`config.mk`:
```
export PLATFORM = sky130hd
export DESIGN_NAME = mem_access_unit_flat
export DESIGN_NICKNAME = d
export VERILOG_FILES = /design/src/rtl/mau_pkg.sv /design/src/rtl/mem_access_unit_if.sv /design/src/rtl/mem_access_unit_lane.sv /design/src/rtl/mem_access_unit.sv /design/src/flat_wrapper.sv
export SDC_FILE = /design/constraint.sdc
export NUM_CORES = 1
export LEC_CHECK = 0
export ABC_AREA = 1
export BUFFER_PORTS_ARGS = -buffer_cell sky130_fd_sc_hd__buf_4
export CAP_MARGIN = 20
export CORE_UTILIZATION = 49
export DETAILED_ROUTE_END_ITERATION = 10
export PLACE_DENSITY_LB_ADDON = 0.2
export SLEW_MARGIN = 20
export SYNTH_ARGS = -nofsm -noshare
export SYNTH_HDL_FRONTEND = slang
export SYNTH_SLANG_ARGS = --single-unit
export TNS_END_PERCENT = 50
```
`constraint.sdc`:
```
create_clock -name clk -period 1.37 [get_ports clk]
set_input_delay 0.0685 -clock clk [delete_from_list [all_inputs] [get_ports clk]]
set_output_delay 0.0685 -clock clk [all_outputs]
set_load 0.005 [all_outputs]
```
`src/rtl/mau_pkg.sv`:
```
// Shared types, size codes and the alignment rule for the MEM-stage access unit.
package mau_pkg;

   typedef enum logic [2:0] {
      ST_IDLE   = 3'd0,
      ST_LOAD   = 3'd1,
      ST_RMW_RD = 3'd2,
      ST_STORE  = 3'd3,
      ST_RESP   = 3'd4
   } mau_state_e;

   localparam logic [1:0] SZ_BYTE    = 2'd0;
   localparam logic [1:0] SZ_HALF    = 2'd1;
   localparam logic [1:0] SZ_WORD    = 2'd2;
   localparam logic [1:0] SZ_ILLEGAL = 2'd3;

   // True when the access cannot be performed: an illegal size code, or a
   // halfword/word whose byte offset does not sit on its natural boundary.
   function automatic logic is_misaligned(input logic [1:0] size,
                                          input logic [1:0] addr_lo);
      logic bad;
      case (size)
         SZ_BYTE: bad = 1'b0;
         SZ_HALF: bad = addr_lo[0];
         SZ_WORD: bad = (addr_lo != 2'b00);
         default: bad = 1'b1;
      endcase
      return bad;
   endfunction

endpackage

```
`src/rtl/mem_access_unit_if.sv`:
```
// Pipeline request/response handshake plus the word-addressed data memory port.
// The slave modport is the access unit's view; master is the pipeline/memory side.
interface mem_access_unit_if #(
   parameter int ADDR_W = 32
);
   logic              req_valid;
   logic              req_ready;
   logic              req_write;
   logic [1:0]        req_size;
   logic              req_signed;
   logic [ADDR_W-1:0] req_addr;
   logic [31:0]       req_wdata;

   logic              rsp_valid;
   logic [31:0]       rsp_rdata;
   logic              rsp_err;

   logic [ADDR_W-1:0] mem_addr;
   logic [31:0]       mem_wdata;
   logic              mem_read;
   logic              mem_write;
   logic [31:0]       mem_rdata;

   modport slave (
      input  req_valid, req_write, req_size, req_signed, req_addr, req_wdata,
      input  mem_rdata,
      output req_ready,
      output rsp_valid, rsp_rdata, rsp_err,
      output mem_addr, mem_wdata, mem_read, mem_write
   );

   modport master (
      output req_valid, req_write, req_size, req_signed, req_addr, req_wdata,
      output mem_rdata,
      input  req_ready,
      input  rsp_valid, rsp_rdata, rsp_err,
      input  mem_addr, mem_wdata, mem_read, mem_write
   );

endinterface

```
`src/rtl/mem_access_unit_lane.sv`:
```
// Little-endian lane handling: pulls a byte/halfword out of a memory word and
// extends it, and splices store data into an existing word for sub-word writes.
module mau_lane
   import mau_pkg::*;
(
   input  logic [31:0] word,
   input  logic [1:0]  addr_lo,
   input  logic [1:0]  size,
   input  logic        sign_ext,
   input  logic [31:0] new_data,
   output logic [31:0] ext_data,
   output logic [31:0] merged_data
);

   logic [7:0]  lane_byte;
   logic [15:0] lane_half;
   logic        fill;

   // Select the addressed lane and widen it to 32 bits, replicating the lane's
   // top bit only for signed loads.
   always_comb begin
      lane_byte = 8'h00;
      lane_half = 16'h0000;
      fill      = 1'b0;
      ext_data  = word;
      case (addr_lo)
         2'd0:    lane_byte = word[7:0];
         2'd1:    lane_byte = word[15:8];
         2'd2:    lane_byte = word[23:16];
         default: lane_byte = word[31:24];
      endcase
      lane_half = addr_lo[1] ? word[31:16] : word[15:0];
      case (size)
         SZ_BYTE: begin
            fill     = sign_ext & lane_byte[7];
            ext_data = {{24{fill}}, lane_byte};
         end
         SZ_HALF: begin
            fill     = sign_ext & lane_half[15];
            ext_data = {{16{fill}}, lane_half};
         end
         default: ext_data = word;
      endcase
   end

   // Overwrite only the addressed lane of the old word with the low bits of the
   // store data; everything else in the word is preserved.
   always_comb begin
      merged_data = word;
      case (size)
         SZ_BYTE: begin
            case (addr_lo)
               2'd0:    merged_data[7:0]   = new_data[7:0];
               2'd1:    merged_data[15:8]  = new_data[7:0];
               2'd2:    merged_data[23:16] = new_data[7:0];
               default: merged_data[31:24] = new_data[7:0];
            endcase
         end
         SZ_HALF: begin
            if (addr_lo[1]) begin
               merged_data[31:16] = new_data[15:0];
            end else begin
               merged_data[15:0] = new_data[15:0];
            end
         end
         default: merged_data = new_data;
      endcase
   end

endmodule

```
`src/rtl/mem_access_unit.sv`:
```
// MEM-stage load/store initiator: accepts one request at a time, drives the
// word-addressed data memory, and returns an extended load result or an error.
module mem_access_unit
   import mau_pkg::*;
#(
   parameter int ADDR_W = 32
) (
   input  logic              clk,
   input  logic              rst_n,
   mem_access_unit_if.slave  bus
);

   mau_state_e        state_q,     state_d;
   logic [ADDR_W-1:0] addr_q,      addr_d;
   logic [1:0]        size_q,      size_d;
   logic              signed_q,    signed_d;
   logic              write_q,     write_d;
   logic [31:0]       wdata_q,     wdata_d;
   logic [31:0]       buf_q,       buf_d;
   logic [31:0]       rsp_rdata_q, rsp_rdata_d;
   logic              rsp_err_q,   rsp_err_d;

   logic [31:0]       ext_data;
   logic [31:0]       merged_data;
   logic              mem_active;

   mau_lane u_lane (
      .word        (bus.mem_rdata),
      .addr_lo     (addr_q[1:0]),
      .size        (size_q),
      .sign_ext    (signed_q),
      .new_data    (wdata_q),
      .ext_data    (ext_data),
      .merged_data (merged_data)
   );

   // State register and request latches; reset drops the FSM to IDLE at once so
   // an in-progress memory write is withdrawn in the same instant.
   always_ff @(posedge clk or negedge rst_n) begin
      if (!rst_n) begin
         state_q     <= ST_IDLE;
         addr_q      <= '0;
         size_q      <= 2'd0;
         signed_q    <= 1'b0;
         write_q     <= 1'b0;
         wdata_q     <= 32'd0;
         buf_q       <= 32'd0;
         rsp_rdata_q <= 32'd0;
         rsp_err_q   <= 1'b0;
      end else begin
         state_q     <= state_d;
         addr_q      <= addr_d;
         size_q      <= size_d;
         signed_q    <= signed_d;
         write_q     <= write_d;
         wdata_q     <= wdata_d;
         buf_q       <= buf_d;
         rsp_rdata_q <= rsp_rdata_d;
         rsp_err_q   <= rsp_err_d;
      end
   end

   // Next-state logic: IDLE classifies the request, the memory states do one
   // access each, and the response registers only change on the way into RESP.
   always_comb begin
      state_d     = state_q;
      addr_d      = addr_q;
      size_d      = size_q;
      signed_d    = signed_q;
      write_d     = write_q;
      wdata_d     = wdata_q;
      buf_d       = buf_q;
      rsp_rdata_d = rsp_rdata_q;
      rsp_err_d   = rsp_err_q;
      case (state_q)
         ST_IDLE: begin
            if (bus.req_valid) begin
               addr_d   = bus.req_addr;
               size_d   = bus.req_size;
               signed_d = bus.req_signed;
               write_d  = bus.req_write;
               wdata_d  = bus.req_wdata;
               if (is_misaligned(bus.req_size, bus.req_addr[1:0])) begin
                  rsp_rdata_d = 32'd0;
                  rsp_err_d   = 1'b1;
                  state_d     = ST_RESP;
               end else if (!bus.req_write) begin
                  state_d = ST_LOAD;
               end else if (bus.req_size == SZ_WORD) begin
                  buf_d   = bus.req_wdata;
                  state_d = ST_STORE;
               end else begin
                  state_d = ST_RMW_RD;
               end
            end
         end
         ST_LOAD, ST_STORE: begin
            rsp_rdata_d = write_q ? 32'd0 : ext_data;
            rsp_err_d   = 1'b0;
            state_d     = ST_RESP;
         end
         ST_RMW_RD: begin
            buf_d   = merged_data;
            state_d = ST_STORE;
         end
         ST_RESP: begin
            state_d = ST_IDLE;
         end
         default: begin
            state_d = ST_IDLE;
         end
      endcase
   end

   assign mem_active    = (state_q == ST_LOAD) || (state_q == ST_RMW_RD) ||
                          (state_q == ST_STORE);

   assign bus.req_ready = (state_q == ST_IDLE);
   assign bus.rsp_valid = (state_q == ST_RESP);
   assign bus.rsp_rdata = rsp_rdata_q;
   assign bus.rsp_err   = rsp_err_q;

   assign bus.mem_read  = (state_q == ST_LOAD) || (state_q == ST_RMW_RD);
   assign bus.mem_write = (state_q == ST_STORE);
   assign bus.mem_addr  = mem_active ? {addr_q[ADDR_W-1:2], 2'b00} : '0;
   assign bus.mem_wdata = (state_q == ST_STORE) ? buf_q : 32'd0;

endmodule
```
`src/flat_wrapper.sv`:
```
// flat-port wrapper written by rule: the top's interface ports become plain ports
module mem_access_unit_flat import mau_pkg::*;
#(
   parameter int ADDR_W = 32
)
  (clk, rst_n, bus_req_valid, bus_req_write, bus_req_size, bus_req_signed, bus_req_addr, bus_req_wdata, bus_mem_rdata, bus_req_ready, bus_rsp_valid, bus_rsp_rdata, bus_rsp_err, bus_mem_addr, bus_mem_wdata, bus_mem_read, bus_mem_write);
  mem_access_unit_if #(.ADDR_W(ADDR_W)) bus_i ();
  input  logic clk;
  input  logic rst_n;
  input wire logic [$bits(bus_i.req_valid)-1:0] bus_req_valid;
  input wire logic [$bits(bus_i.req_write)-1:0] bus_req_write;
  input wire logic [$bits(bus_i.req_size)-1:0] bus_req_size;
  input wire logic [$bits(bus_i.req_signed)-1:0] bus_req_signed;
  input wire logic [$bits(bus_i.req_addr)-1:0] bus_req_addr;
  input wire logic [$bits(bus_i.req_wdata)-1:0] bus_req_wdata;
  input wire logic [$bits(bus_i.mem_rdata)-1:0] bus_mem_rdata;
  output wire logic [$bits(bus_i.req_ready)-1:0] bus_req_ready;
  output wire logic [$bits(bus_i.rsp_valid)-1:0] bus_rsp_valid;
  output wire logic [$bits(bus_i.rsp_rdata)-1:0] bus_rsp_rdata;
  output wire logic [$bits(bus_i.rsp_err)-1:0] bus_rsp_err;
  output wire logic [$bits(bus_i.mem_addr)-1:0] bus_mem_addr;
  output wire logic [$bits(bus_i.mem_wdata)-1:0] bus_mem_wdata;
  output wire logic [$bits(bus_i.mem_read)-1:0] bus_mem_read;
  output wire logic [$bits(bus_i.mem_write)-1:0] bus_mem_write;
  assign bus_i.req_valid = bus_req_valid;
  assign bus_i.req_write = bus_req_write;
  assign bus_i.req_size = bus_req_size;
  assign bus_i.req_signed = bus_req_signed;
  assign bus_i.req_addr = bus_req_addr;
  assign bus_i.req_wdata = bus_req_wdata;
  assign bus_i.mem_rdata = bus_mem_rdata;
  assign bus_req_ready = bus_i.req_ready;
  assign bus_rsp_valid = bus_i.rsp_valid;
  assign bus_rsp_rdata = bus_i.rsp_rdata;
  assign bus_rsp_err = bus_i.rsp_err;
  assign bus_mem_addr = bus_i.mem_addr;
  assign bus_mem_wdata = bus_i.mem_wdata;
  assign bus_mem_read = bus_i.mem_read;
  assign bus_mem_write = bus_i.mem_write;
  mem_access_unit #(.ADDR_W(ADDR_W)) u_core (.clk(clk), .rst_n(rst_n), .bus(bus_i));
endmodule
```
==> results of run 1 <==
## cells in the mapped netlist, drive strengths merged
| library cell | n |
|---|---|
| a21oi | 91 |
| a22oi | 1 |
| buf | 40 |
| clkbuf | 25 |
| conb | 1 |
| dfrtp | 136 |
| inv | 148 |
| mux2 | 25 |
| nand2 | 484 |
| nand3 | 65 |
| nand4 | 2 |
| nor2 | 121 |
| nor3 | 1 |
| o211ai | 6 |
| o21ai | 38 |
| o22ai | 7 |
## logic make-up after synthesis
family / after synthesis / share of synthesized area, %
AND/OR/NAND/NOR: 673 / 33.6
AO/OA/AOI/OAI: 143 / 9.30
multiplexers: 25 / 3.51
buffers and inverters: 213 / 11.1
other: 1 / 0.0467
flip-flops: 136 / 42.4
## cells in the final DEF (no fill, tap or decap), types with 3 or more instances in the layout
cell type	count
a21oi_1	85
buf_16	6
nand3_1	60
buf_6	35
dlygate4sd3_1	70
clkbuf_1	4
nor2_2	27
nand2_4	8
inv_2	10
dfrtp_1	132
inv_1	136
o211ai_1	6
nand2_1	452
a21oi_2	5
o21ai_1	6
buf_4	245
o22ai_1	7
o21ai_0	28
nand3_2	3
nand2_2	24
clkinv_2	4
o21ai_2	4
nor2_1	53
clkbuf_16	20
clkbuf_8	3
dfrtp_2	4
mux2_2	24
buf_12	22
nor2_4	41
## worst max path at each step
stage	from	endpoint	slack [ps]	cells after the start
after global placement	u_core.state_q[0]	u_core.buf_q[0]	-200	9
after detailed placement	u_core.state_q[0]	u_core.buf_q[29]	-260	9
after global routing	u_core.state_q[0]	u_core.wdata_q[0]	-650	9
final	u_core.state_q[0]	u_core.wdata_q[0]	-680	9
after floorplan	u_core.state_q[0]	u_core.wdata_q[30]	-90	7
after CTS	u_core.state_q[1]	bus_mem_wdata[24]	-340	8
## power groups by stage
stage / combinational (mW) / sequential, mW / clock [mW]
2_1_floorplan: 7.88 / 6.86 / 0
3_3_place_gp: 13.0 / 7.18 / 0
3_5_place_dp: 13.2 / 7.19 / 0
4_1_cts: 14.6 / 7.18 / 4.60
5_1_grt: 18.5 / 7.59 / 4.84
6_report: 17.3 / 7.48 / 4.70
## state kept, by name, summed over array words and instances (netlist names), 2 cells and up
name                  flops
u_core.wdata_q           32
u_core.state_q            3
u_core.buf_q             32
u_core.bus.rsp_rdata     32
u_core.addr_q            32
u_core.size_q             2
## per-stage QoR
step	std cells	TNS, ps	utilization (%)
6_report	1758	-91780	79.6
5_1_grt	1758	-92100	79.6
4_1_cts	1749	-49670	75.5
3_5_place_dp	1627	-21560	65.1
3_3_place_gp	1627	-12450	65.1
2_1_floorplan	1192	-2100	-
## worst min-delay path, cell delays in order
cell     delay [ps]
buf_4            90
o22ai_1          60
o21ai_0          60
nand2_1          60
o21ai_1         110
## cell type report
| cell class | instances | area [um2] | area share [%] |
|---|---|---|---|
| diodes | 1 | 2.50 | 0.0197 |
| clock buffers | 24 | 482 | 3.80 |
| clock inverters | 8 | 95.1 | 0.750 |
| inverters | 148 | 563 | 4.44 |
| multi-input cells | 843 | 4230 | 33.4 |
| flip-flops and latches | 136 | 3410 | 26.9 |
| well taps | 216 | 270 | 2.13 |
| repair buffers | 382 | 3630 | 28.6 |
## routing by layer
metal	share of wire (%)	up-vias	routed length [um]	track usage [%]
met1	37	4597	12600	43.6
li1	-	4345	-	-
met3	7.9	196	2720	6.36
met5	0	-	0	0
met4	6.8	0	2320	15.9
met2	49	628	16700	63.8
## repair_timing
action,CTS,global route
hold buffers,70,0
buffers inserted,14,5
resized for setup,36,159
endpoints found under the hold margin,237,0
setup endpoints to repair,193,202
gates cloned,6,3
pin swaps,5,18
==> qor.csv, run 1 <==
metric;value;unit
sw frac;44.1;%
remaining antenna violation count;0;
CP delay by family, top;buffers and inverters;
clk_skew;15.6;ps
# Max-Cap Violations;0;
Die Span X;130;um
Crit-path slowest cell;dfrtp_1;
root buffer cell;clkbuf_16;
initial core utilization;50.3;%
clock sink total;136;
Clock power frac;16.0;%
unrepaired setup endpoints after global routing;yes;
DP HPWL;19.3;mm
top-area cell type share of the netlist area;42.4;%
# port buffers;201;
post-synthesis sequential area ratio;42.4;%
Hold Crit Endpoint;u_core.bus.rsp_rdata[3];
GR Overflow Total;0;
HP Start;bus_mem_rdata[3];
initial antenna violation count;1;
final hold vios;0;
Die H;130;um
Comb power frac;58.6;%
crit-path cells;buf_6 > nor2_4 > buf_6 > nand2_4 > inv_2 > nand2_4 > buf_12 > buf_12 > o21ai_0;
synth unique cells;29;
clock-pin transition on the worst setup and hold timing paths;70;ps
Power Dens Cells;2320;nW/um2
layout cells sized above 1;32.3;%
#FFs+latches synth;136;
CP Class;reg -> reg;
CTS H-tree depth;4;
Least-Margin Pin Slew;497;ps
Int Power;16.5;mW
critical path buffer and inverter count;5;
Via-to-Cell Ratio;5.56;
GRT Overall Usage;36.3;%
element type at the critical path start;flip-flop;
sequential power share;25.4;%
pin count of the biggest net entering global routing;37;
minimum clock period;2050;ps
Clock Tree Buf Depth;2;
Max rail drop VDD;0.00163;V
Area Overhead vs Synth;58.1;%
CTS tree;built;
Nets;1631;
final wirelength;34.4;mm
Syn Area/Cell;6.74;um2
# fillers;1042;
Final Cycle Share;150;%
Residual DRC;0;
Synth area leader;dfrtp_1;
synth top area cells;dfrtp_1, nand2_1, inv_1;
R2R Path Start;u_core.state_q[0];
Area after DPL;10400;um2
Synth Instances;1191;
Leak Pwr;6.87;nW
core area;15900;um2
setup violators final;202;
CTS Buf Count;17;
vias in the first global route;8988;
max-slew violations;0;
Hold WC Path Type;in -> reg;
Relative slew margins;66.5;%
first-pass GRT wire length;46.2;mm
post-route setup slack;-684;ps
required time of the critical path;1640;ps
worst hold path depth;5;
dpl ws;-262;ps
Design Area, Final;12700;um2
RD Place Congestion;0.984;
full die area;16900;um2
DR pass1 iterations;6;
critical path fanouts, max;15;
clock latency on the worst-skew pair;440;ps
I/O Pins;204;
per-cell routed wire length;19.5;um
Synthesis Warnings;0;
Hold WS;47.3;ps
switching pwr;13.0;mW
initial DRC count;1152;
worst r2r dst;u_core.wdata_q[0];
reg2reg setup slack;-680;ps
failing checks;negative setup slack;
DR vias;9766;
total power;29.4;mW
Reg2Reg Depth;9;
biggest cell delay along the critical path;430;ps
Syn Std Cell Area;8020;um2
status;complete, but fails checks;
endpoint type of the worst setup path;flip-flop;
f_max;487;MHz
row cnt;46;
Worst EP arrival;2330;ps
No activity file was read; power rests on OpenSTA's default activity.
==> run 2: changes to the inputs <==
CORE_ASPECT_RATIO = 0.75   (was default)
REMOVE_ABC_BUFFERS = 1   (was default)
==> run 2 against run 1 <==
Against the previous run:
- the run still ends with negative setup slack left
- combinational power rose by 6%
- utilization rose by 1.7 points
- register-to-register slack improved by 90 ps
- fmax rose by 4.4%
- global-route usage fell by 1.7 points
- count of clock-buffer cells in the layout fell by 6
- clock power rose by 5.7%
- setup slack improved by 88 ps
- routed wire length fell by 2.5%
- sequential power fell by 2.9%
- critical endpoint is now u_core.wdata_q[4]
- largest power group unchanged
- highest routed layer unchanged
==> qor.csv, run 2 (synthesis gave the netlist of run 1 again) <==
metric;value;unit
worst hold path depth;5;
Clock Tree Buf Depth;2;
Relative slew margins;64.9;%
final wirelength;33.5;mm
# port buffers;201;
Area after DPL;10300;um2
RD Place Congestion;0.939;
clock latency on the worst-skew pair;450;ps
final hold vios;0;
CTS H-tree depth;4;
DP HPWL;17.7;mm
most common cell after layout, fill and taps aside;nand2_1;
most used cell, CP;buf_6;
vias in the first global route;9095;
I/O Pins;204;
initial DRC count;1130;
GR Overflow Total;0;
ant diodes;0;
full die area;16900;um2
initial antenna violation count;0;
Max rail drop VDD;0.00124;V
layout cells sized above 1;34.8;%
f_max;508;MHz
setup violators final;202;
required time of the critical path;1640;ps
Die Span X;150;um
reg2reg setup slack;-600;ps
most frequent cells in the layout;nand2_1, buf_4, inv_1;
Reg2Reg Depth;9;
endpoint type of the worst setup path;flip-flop;
Residual DRC;0;
DR vias;9885;
worst r2r dst;u_core.wdata_q[4];
root buffer cell;clkbuf_16;
clk_skew;16.6;ps
max-slew violations;0;
CTS tree;built;
Nets;1641;
minimum clock period;1970;ps
initial core utilization;50.1;%
clock sink total;136;
Worst EP arrival;2240;ps
Least-Margin Pin Slew;526;ps
Placed Instances;1618;
Leak Pwr;7.05;nW
Hold Crit Endpoint;u_core.bus.rsp_rdata[14];
remaining antenna violation count;0;
failing checks;negative setup slack;
critical path buffer and inverter count;5;
Crit-path slowest cell;a21oi_1;
critical path fanouts, max;7;
# fillers;980;
clock-pin transition on the worst setup and hold timing paths;70;ps
CP Class;reg -> reg;
Final Cycle Share;144;%
element type at the critical path start;flip-flop;
CP delay by family, top;buffers and inverters;
CTS Buf Count;17;
pin count of the biggest net entering global routing;52;
status;complete, but fails checks;
Hold WS;29.5;ps
HP Start;bus_mem_rdata[14];
per-cell routed wire length;19.0;um
row cnt;40;
core area;16000;um2
Via-to-Cell Ratio;5.61;
crit-path cells;buf_6 > nor2_4 > buf_6 > nand2_8 > buf_6 > inv_8 > nand2_8 > clkbuf_16 > a21oi_1;
Die H;113;um
R2R Path Start;u_core.state_q[0];
fin util;81.2;%
# Max-Cap Violations;0;
GRT Overall Usage;34.5;%
Area Overhead vs Synth;62.2;%
final cell count without fillers;1761;
dpl ws;-138;ps
first-pass GRT wire length;45.0;mm
Hold WC Path Type;in -> reg;
Design Area, Final;13000;um2
Power Dens Cells;2340;nW/um2
post-route setup slack;-597;ps
DR pass1 iterations;9;
biggest cell delay along the critical path;440;ps
unrepaired setup endpoints after global routing;yes;
==> run 2: how the worst max path moves through the flow <==
stage                 startpoint                 end  slack, ps  depth (start not counted)
3_5_place_dp   u_core.state_q[0]    u_core.buf_q[28]       -140                          9
4_1_cts        u_core.state_q[2]    bus_mem_wdata[0]       -300                          7
3_3_place_gp   u_core.state_q[0]    u_core.buf_q[13]        -80                          9
2_1_floorplan  u_core.state_q[1]  u_core.wdata_q[30]      -1690                          5
5_1_grt        u_core.state_q[0]   u_core.addr_q[11]       -580                         11
6_report       u_core.state_q[0]   u_core.wdata_q[4]       -600                          9
==> run 2: layout make-up <==
type | instances | area [um2] | area share, %
clock buffer | 18 | 429 | 3.30
timing repair inverter | 1 | 6.26 | 0.0481
sequential | 136 | 3410 | 26.2
tap | 210 | 263 | 2.02
clock inverter | 14 | 189 | 1.45
inverter | 148 | 576 | 4.42
timing repair buffer | 391 | 3760 | 28.9
multi-input combinational | 843 | 4370 | 33.6
==> run 2: timing repair <==
action                                 in CTS  in global routing
hold buffers                               69                  1
pin swaps                                  20                 16
endpoints found under the hold margin     233                  1
resized for setup                         144                103
setup endpoints to repair                 187                202
cloned                                      7                 10
buffers inserted                           18                  9
==> run 2: power breakdown <==
group	leakage, nW	internal (mW)	switching (mW)
Clock	0.295	2.91	2.05
Combinational	5.09	8.11	10.2
Sequential	1.66	5.94	1.32
==> run 2: through the flow <==
stage | setup TNS, ps | power, mW
2_1_floorplan | -190720 | 13.8
3_3_place_gp | -6380 | 19.9
3_5_place_dp | -10360 | 20.2
4_1_cts | -36950 | 27.4
5_1_grt | -82550 | 32.0
6_report | -76220 | 30.5
==> run 2: metal layers <==
| layer | vias up | wire [um] | GRT usage [%] | part of all wire [%] |
|---|---|---|---|---|
| met4 | 0 | 1770 | 14.2 | 5.3 |
| met3 | 208 | 3440 | 7.30 | 10 |
| met2 | 733 | 15600 | 56.8 | 47 |
| met1 | 4595 | 12700 | 44.4 | 38 |
| met5 | - | 0 | 0 | 0 |
| li1 | 4349 | - | - | - |
==> run 2: worst register-to-register path: stages, from the launching register on <==
cell and delay (ps):
dfrtp_1 410, buf_6 140, nor2_4 120, buf_6 150
nand2_8 80, buf_6 140, inv_8 60, nand2_8 90
clkbuf_16 190, a21oi_1 440
